==> src/rtl/is_equal_cmp_if.sv <==
// is_equal_cmp_if: operand/result bundle for the lane-wise equality comparator.
//   master : drives VALID_IN, LANE_SEL, DATA_IN_1, DATA_IN_2; observes results
//   slave  : the comparator; drives EQUAL, ALL_EQUAL, ANY_EQUAL, VALID_OUT
interface is_equal_cmp_if #(
    parameter int WIDTH = 32
);
    logic             VALID_IN;
    logic [1:0]       LANE_SEL;
    logic [WIDTH-1:0] DATA_IN_1;
    logic [WIDTH-1:0] DATA_IN_2;
    logic [WIDTH-1:0] EQUAL;
    logic             ALL_EQUAL;
    logic             ANY_EQUAL;
    logic             VALID_OUT;

    modport master (
        output VALID_IN, LANE_SEL, DATA_IN_1, DATA_IN_2,
        input  EQUAL, ALL_EQUAL, ANY_EQUAL, VALID_OUT
    );

    modport slave (
        input  VALID_IN, LANE_SEL, DATA_IN_1, DATA_IN_2,
        output EQUAL, ALL_EQUAL, ANY_EQUAL, VALID_OUT
    );
endinterface

==> src/rtl/is_equal_cmp.sv <==
// is_equal_cmp: registered lane-wise bitwise-equality comparator.
//   CLK  : rising-edge clock
//   RST  : asynchronous active-high reset
//   bus  : is_equal_cmp_if.slave
//          VALID_IN/LANE_SEL/DATA_IN_1/DATA_IN_2 in,
//          EQUAL (per-lane mask), ALL_EQUAL, ANY_EQUAL, VALID_OUT out.
// LANE_SEL: 00 = 8-bit lanes, 01 = 16-bit, 10 = 32-bit, 11 = one WIDTH-bit lane.
// One-cycle latency; results hold while VALID_IN is low.
// WIDTH must be a positive multiple of 32.

// Per 32-bit chunk: byte compares are the only real comparators; wider
// lane sizes AND-reduce them, so all modes share one set of XOR trees.
module is_equal_lane (
    input  logic [31:0] a,
    input  logic [31:0] b,
    input  logic [1:0]  lane_sel,
    output logic [31:0] mask,
    output logic        chunk_eq
);
    logic [3:0] byte_eq;
    logic [1:0] half_eq;

    always_comb begin
        for (int i = 0; i < 4; i++) begin
            byte_eq[i] = (a[i*8 +: 8] == b[i*8 +: 8]);
        end
        for (int j = 0; j < 2; j++) begin
            half_eq[j] = &byte_eq[j*2 +: 2];
        end
        chunk_eq = &byte_eq;
    end

    always_comb begin
        mask = '0;
        case (lane_sel)
            2'b00: for (int i = 0; i < 4; i++) mask[i*8 +: 8]   = {8{byte_eq[i]}};
            2'b01: for (int j = 0; j < 2; j++) mask[j*16 +: 16] = {16{half_eq[j]}};
            // 32-bit mode; full-width mode is resolved across chunks in the top
            default: mask = {32{chunk_eq}};
        endcase
    end
endmodule

module is_equal_cmp #(
    parameter int WIDTH = 32
) (
    input  logic           CLK,
    input  logic           RST,
    is_equal_cmp_if.slave  bus
);
    localparam int VEC_W     = 32;
    localparam int NUM_LANES = WIDTH / VEC_W;
    localparam int STAGES    = 1;

    typedef struct packed {
        logic [WIDTH-1:0] eq;
        logic             all_eq;
        logic             any_eq;
    } resp_t;

    logic [NUM_LANES-1:0][VEC_W-1:0] lane_mask;
    logic [NUM_LANES-1:0]            chunk_eq;
    logic [WIDTH-1:0]                mask_d;
    logic [STAGES:0]                 vld_pipe;
    resp_t                           resp_q;

    genvar g;
    generate
        for (g = 0; g < NUM_LANES; g++) begin : g_lane
            is_equal_lane u_lane (
                .a        (bus.DATA_IN_1[g*VEC_W +: VEC_W]),
                .b        (bus.DATA_IN_2[g*VEC_W +: VEC_W]),
                .lane_sel (bus.LANE_SEL),
                .mask     (lane_mask[g]),
                .chunk_eq (chunk_eq[g])
            );
        end
    endgenerate

    assign mask_d      = (bus.LANE_SEL == 2'b11) ? {WIDTH{&chunk_eq}} : lane_mask;
    assign vld_pipe[0] = bus.VALID_IN;

    always_ff @(posedge CLK or posedge RST) begin
        if (RST) begin
            vld_pipe[STAGES:1] <= '0;
            resp_q             <= '0;
        end else begin
            vld_pipe[STAGES:1] <= vld_pipe[STAGES-1:0];
            if (bus.VALID_IN) begin
                // summary flags come from the same sample as the mask
                resp_q.eq     <= mask_d;
                resp_q.all_eq <= &mask_d;
                resp_q.any_eq <= |mask_d;
            end
        end
    end

    assign bus.EQUAL     = resp_q.eq;
    assign bus.ALL_EQUAL = resp_q.all_eq;
    assign bus.ANY_EQUAL = resp_q.any_eq;
    assign bus.VALID_OUT = vld_pipe[STAGES];
endmodule

==> src/flat_wrapper.sv <==
// flat-port wrapper written by rule: the top's interface ports become plain ports
module is_equal_cmp_flat 
#(
    parameter int WIDTH = 32
)
  (CLK, RST, bus_VALID_IN, bus_LANE_SEL, bus_DATA_IN_1, bus_DATA_IN_2, bus_EQUAL, bus_ALL_EQUAL, bus_ANY_EQUAL, bus_VALID_OUT);
  is_equal_cmp_if #(.WIDTH(WIDTH)) bus_i ();
  input  logic CLK;
  input  logic RST;
  input wire logic [$bits(bus_i.VALID_IN)-1:0] bus_VALID_IN;
  input wire logic [$bits(bus_i.LANE_SEL)-1:0] bus_LANE_SEL;
  input wire logic [$bits(bus_i.DATA_IN_1)-1:0] bus_DATA_IN_1;
  input wire logic [$bits(bus_i.DATA_IN_2)-1:0] bus_DATA_IN_2;
  output wire logic [$bits(bus_i.EQUAL)-1:0] bus_EQUAL;
  output wire logic [$bits(bus_i.ALL_EQUAL)-1:0] bus_ALL_EQUAL;
  output wire logic [$bits(bus_i.ANY_EQUAL)-1:0] bus_ANY_EQUAL;
  output wire logic [$bits(bus_i.VALID_OUT)-1:0] bus_VALID_OUT;
  assign bus_i.VALID_IN = bus_VALID_IN;
  assign bus_i.LANE_SEL = bus_LANE_SEL;
  assign bus_i.DATA_IN_1 = bus_DATA_IN_1;
  assign bus_i.DATA_IN_2 = bus_DATA_IN_2;
  assign bus_EQUAL = bus_i.EQUAL;
  assign bus_ALL_EQUAL = bus_i.ALL_EQUAL;
  assign bus_ANY_EQUAL = bus_i.ANY_EQUAL;
  assign bus_VALID_OUT = bus_i.VALID_OUT;
  is_equal_cmp #(.WIDTH(WIDTH)) u_core (.CLK(CLK), .RST(RST), .bus(bus_i));
endmodule
==> config.mk <==
export PLATFORM = sky130hd
export DESIGN_NAME = is_equal_cmp_flat
export DESIGN_NICKNAME = d
export VERILOG_FILES = /design/src/rtl/is_equal_cmp_if.sv /design/src/rtl/is_equal_cmp.sv /design/src/flat_wrapper.sv
export SDC_FILE = /design/constraint.sdc
export NUM_CORES = 1
export LEC_CHECK = 0
export BUFFER_PORTS_ARGS = -buffer_cell sky130_fd_sc_hd__buf_2
export CORE_ASPECT_RATIO = 0.75
export CORE_MARGIN = 4
export CORE_UTILIZATION = 38
export CTS_BUF_LIST = sky130_fd_sc_hd__clkbuf_4 sky130_fd_sc_hd__clkbuf_8
export CTS_CLUSTER_DIAMETER = 60
export CTS_CLUSTER_SIZE = 40
export DETAILED_ROUTE_END_ITERATION = 6
export GPL_TIMING_DRIVEN = 1
export PLACE_DENSITY_LB_ADDON = 0.05
export SYNTH_ARGS = -nofsm -noshare
export SYNTH_HDL_FRONTEND = slang
export SYNTH_SLANG_ARGS = --single-unit
export TNS_END_PERCENT = 10
==> constraint.sdc <==
create_clock -name CLK -period 1.79 [get_ports CLK]
set_clock_uncertainty 0.15 [all_clocks]
set_input_delay 0.537 -clock CLK [delete_from_list [all_inputs] [get_ports CLK]]
set_output_delay 0.537 -clock CLK [all_outputs]
set_load 0.02 [all_outputs]
==> results.md <==
- Slew HR: 76.8%
- Post-synth EDFFs: 0
- Vias/cell: 4.49
- Clk pwr share: 24.3%
- Post-DP Area: 1280 um2
- Worst path max stage delay: 0.36 ns
- Crit-path slowest cell: nor4_4
- R2R setup slack: 0.70 ns
- Clock buffer depth: 2
- Final min period: 1.76 ns
- Switching Fraction: 36.1%
- 1st-iter DRT viols: 4
- Setup TNS: 0 ns
- Grt total ovfl: 0
- Ys async rst share: 100%
- Synth area leaders: xnor2_1, buf_4, dfrtp_1
- Syn. warnings: 0
- Clk slew on worst S/H paths: 0.05 ns
- Layout cells sized above 1: 64.2%
- Final Hold Viols: 0
- Initial antenna violation count: 0
- Syn Nets: 176
- Fmax: 0.568 GHz
- CP max FO: 4
- CTS tree: done
- Ports: 104
- WHS: 0.0665 ns
- Slew @ Worst Pin: 0.345 ns
- Worst Path Required: 1.81 ns
- Gate count after technology mapping: 107
- DIE HEIGHT: 50.8 um
- P_int: 422 uW
- Type of the worst min-delay path: input pin to asynchronous set/reset pin
- Wire per inst: 10.7 um
- Final worst slack: 0.0297 ns
- Skew-Pair Late Insertion Delay: 0.25 ns
- GP Congestion: 0.779
- Overall Global Routing Usage: 12.9%
- Critical path cell sequence: buf_2, xnor2_1, nand4_1, nor4_4, nand4_1, a31oi_1
- Core ar.: 2310 um2
- FILL cells: 213
- Die X: 65.0 um
- Number of global-route vias before repair: 851
- H-tree depth: 1
- Syn_area_per_cell: 8.65 um2
- Rows: 15
- Synth cell types: 17
- Total wire length: 2350 um
- Setup Viol. Count Final: 0
- Register bit count reported by yosys: 7
- Most common cell in the netlist: xnor2_1
- Crit-path most repeated cell: nand4_1
- Largest net degree at the start of global routing: 15
- Top cell type's share of synthesized area: 30.3%
- Reg power frac: 26.7%
- Post-route ant nets: 0
- Share of the yosys chip area belonging to registers: 18.9%
- R2R depth: 3
- Gate power share: 49.0%
- Max-cap violations: 0
- Tcrit/Tclk final: 98.3%
- Max VDD drop: 203 uV
- Primary FF master, synth: dfrtp_1
- Critical R2R Launch: u_core.bus.ANY_EQUAL
- CTS Buf Count: 3
- Clock Tree Root: clkbuf_4
- Most common library cells after synthesis: xnor2_1, buf_4, nor2_1, dfrtp_1, nand4_1
- Initial Util: 40.1%
- Die area: 3300 um2
- Critical register-to-register path endpoint: u_core.bus.ANY_EQUAL
- CP bufs+invs: 1
- Post-Place Setup Slack: -0.239 ns
- Power Density: 479 nW/um2
- Clk sinks: 7
- Crit Path Category: input pin to register
- CP Launch Type: input pin
- DRC Markers: 0
- Synth area leader: xnor2_1
- Family with the most delay on the worst path: simple AND/OR/NAND/NOR gates
- Port bufs: 103
- Synthesis-to-layout area growth: 48.9%
- # diodes: 0
- DRT Pass-1 Iters: 4
- Slew Limit Fails: 0
- Cell area after synthesis: 926 um2
- Total number of vias: 992
- Arr. time, crit path: 1.78 ns
- First-pass GRT wire length: 3390 um
- Post-detail-place hpwl: 2080 um
- Status: finished, final reports clean
- Static leakage: 0.000733 uW
- RSZ-0062 raised after global routing: yes
- Nets: 257
- Final Instance Area: 1380 um2
- CP endpoint kind: register
- Switching power: 239 uW
## worst max-delay path by stage
stage / startpoint / slack [ns] / end / cells after the start
finish: bus_DATA_IN_2[10] / 0.03 / u_core.bus.EQUAL[15] / 6
global route: bus_DATA_IN_1[8] / -0.07 / u_core.bus.EQUAL[7] / 6
CTS: bus_DATA_IN_2[1] / 0.005 / u_core.bus.EQUAL[7] / 6
detailed placement: bus_DATA_IN_2[1] / -0.24 / u_core.bus.ANY_EQUAL / 6
global placement: bus_DATA_IN_2[2] / -0.19 / u_core.bus.EQUAL[7] / 6
floorplan: bus_DATA_IN_2[2] / 0.01 / u_core.bus.EQUAL[23] / 5
## final cells by class
class | count | area, um2 | share of cell area [%]
timing repair buffer | 105 | 549 | 39.8
clock buffer | 4 | 30.0 | 2.18
multi-input combinational | 66 | 563 | 40.8
inverter | 5 | 18.8 | 1.36
sequential | 7 | 175 | 12.7
tap | 34 | 42.5 | 3.09
## cell families after synthesis
| logic type | Yosys count | share of synthesized area [%] |
|---|---|---|
| xor+xnor | 32 | 30.3 |
| compound gates | 12 | 9.32 |
| buf+inv | 34 | 25.1 |
| flops | 7 | 18.9 |
| simple gates | 22 | 16.4 |
## worst reg2reg max path: stages (launching register included)
cell and delay (ns):
dfrtp_1 0.37, nor2b_1 0.13, a41oi_1 0.21, o41ai_2 0.11
## stage by stage
stage / instances / power [uW] / utilization (%)
6_report: 221 / 661 / 59.7
5_1_grt: 221 / 701 / 59.7
4_1_cts: 220 / 652 / 56.6
3_5_place_dp: 216 / 489 / 55.3
3_3_place_gp: 216 / 483 / 55.3
2_1_floorplan: 107 / 406 / -
## metal layers
| metal | up-vias | GRT usage, % | part of all wire (%) |
|---|---|---|---|
| met4 | 0 | 2.11 | 0 |
| li1 | 500 | - | - |
| met2 | 65 | 25.5 | 51 |
| met5 | - | 0 | 0 |
| met1 | 427 | 13.2 | 35 |
| met3 | 0 | 4.25 | 14 |
## cells in the final DEF (no fill, tap or decap), drive strengths merged
master / synthesis / final
dfrtp: 7 / 7
nand4: 10 / 10
clkbuf: 1 / 4
o21ai: 1 / 1
a41oi: 1 / 1
inv: 5 / 5
o41ai: 2 / 2
nor2b: 1 / 1
nor4: 2 / 2
o211ai: 4 / 4
nor2: 9 / 9
buf: 28 / 105
a31oi: 4 / 4
xnor2: 32 / 32
## sequential cells by signal (all words and copies together), names as in the netlist
name                  cells
u_core.bus.ANY_EQUAL      1
u_core.bus.ALL_EQUAL      1
u_core.bus.VALID_OUT      1
u_core.bus.EQUAL          4
## power groups by stage
stage	combinational (uW)	clock [uW]	sequential (uW)
3_5_place_dp	309	0	180
3_3_place_gp	305	0	179
5_1_grt	349	173	179
4_1_cts	310	165	177
6_report	324	161	176
2_1_floorplan	216	0	190
## what timing repair did
action | CTS | global route
setup buffers | 0 | 1
gates resized for setup | 0 | 9
hold buffers | 0 | 0
setup endpoints to repair | 0 | 5
No activity file was read; power rests on OpenSTA's default activity.
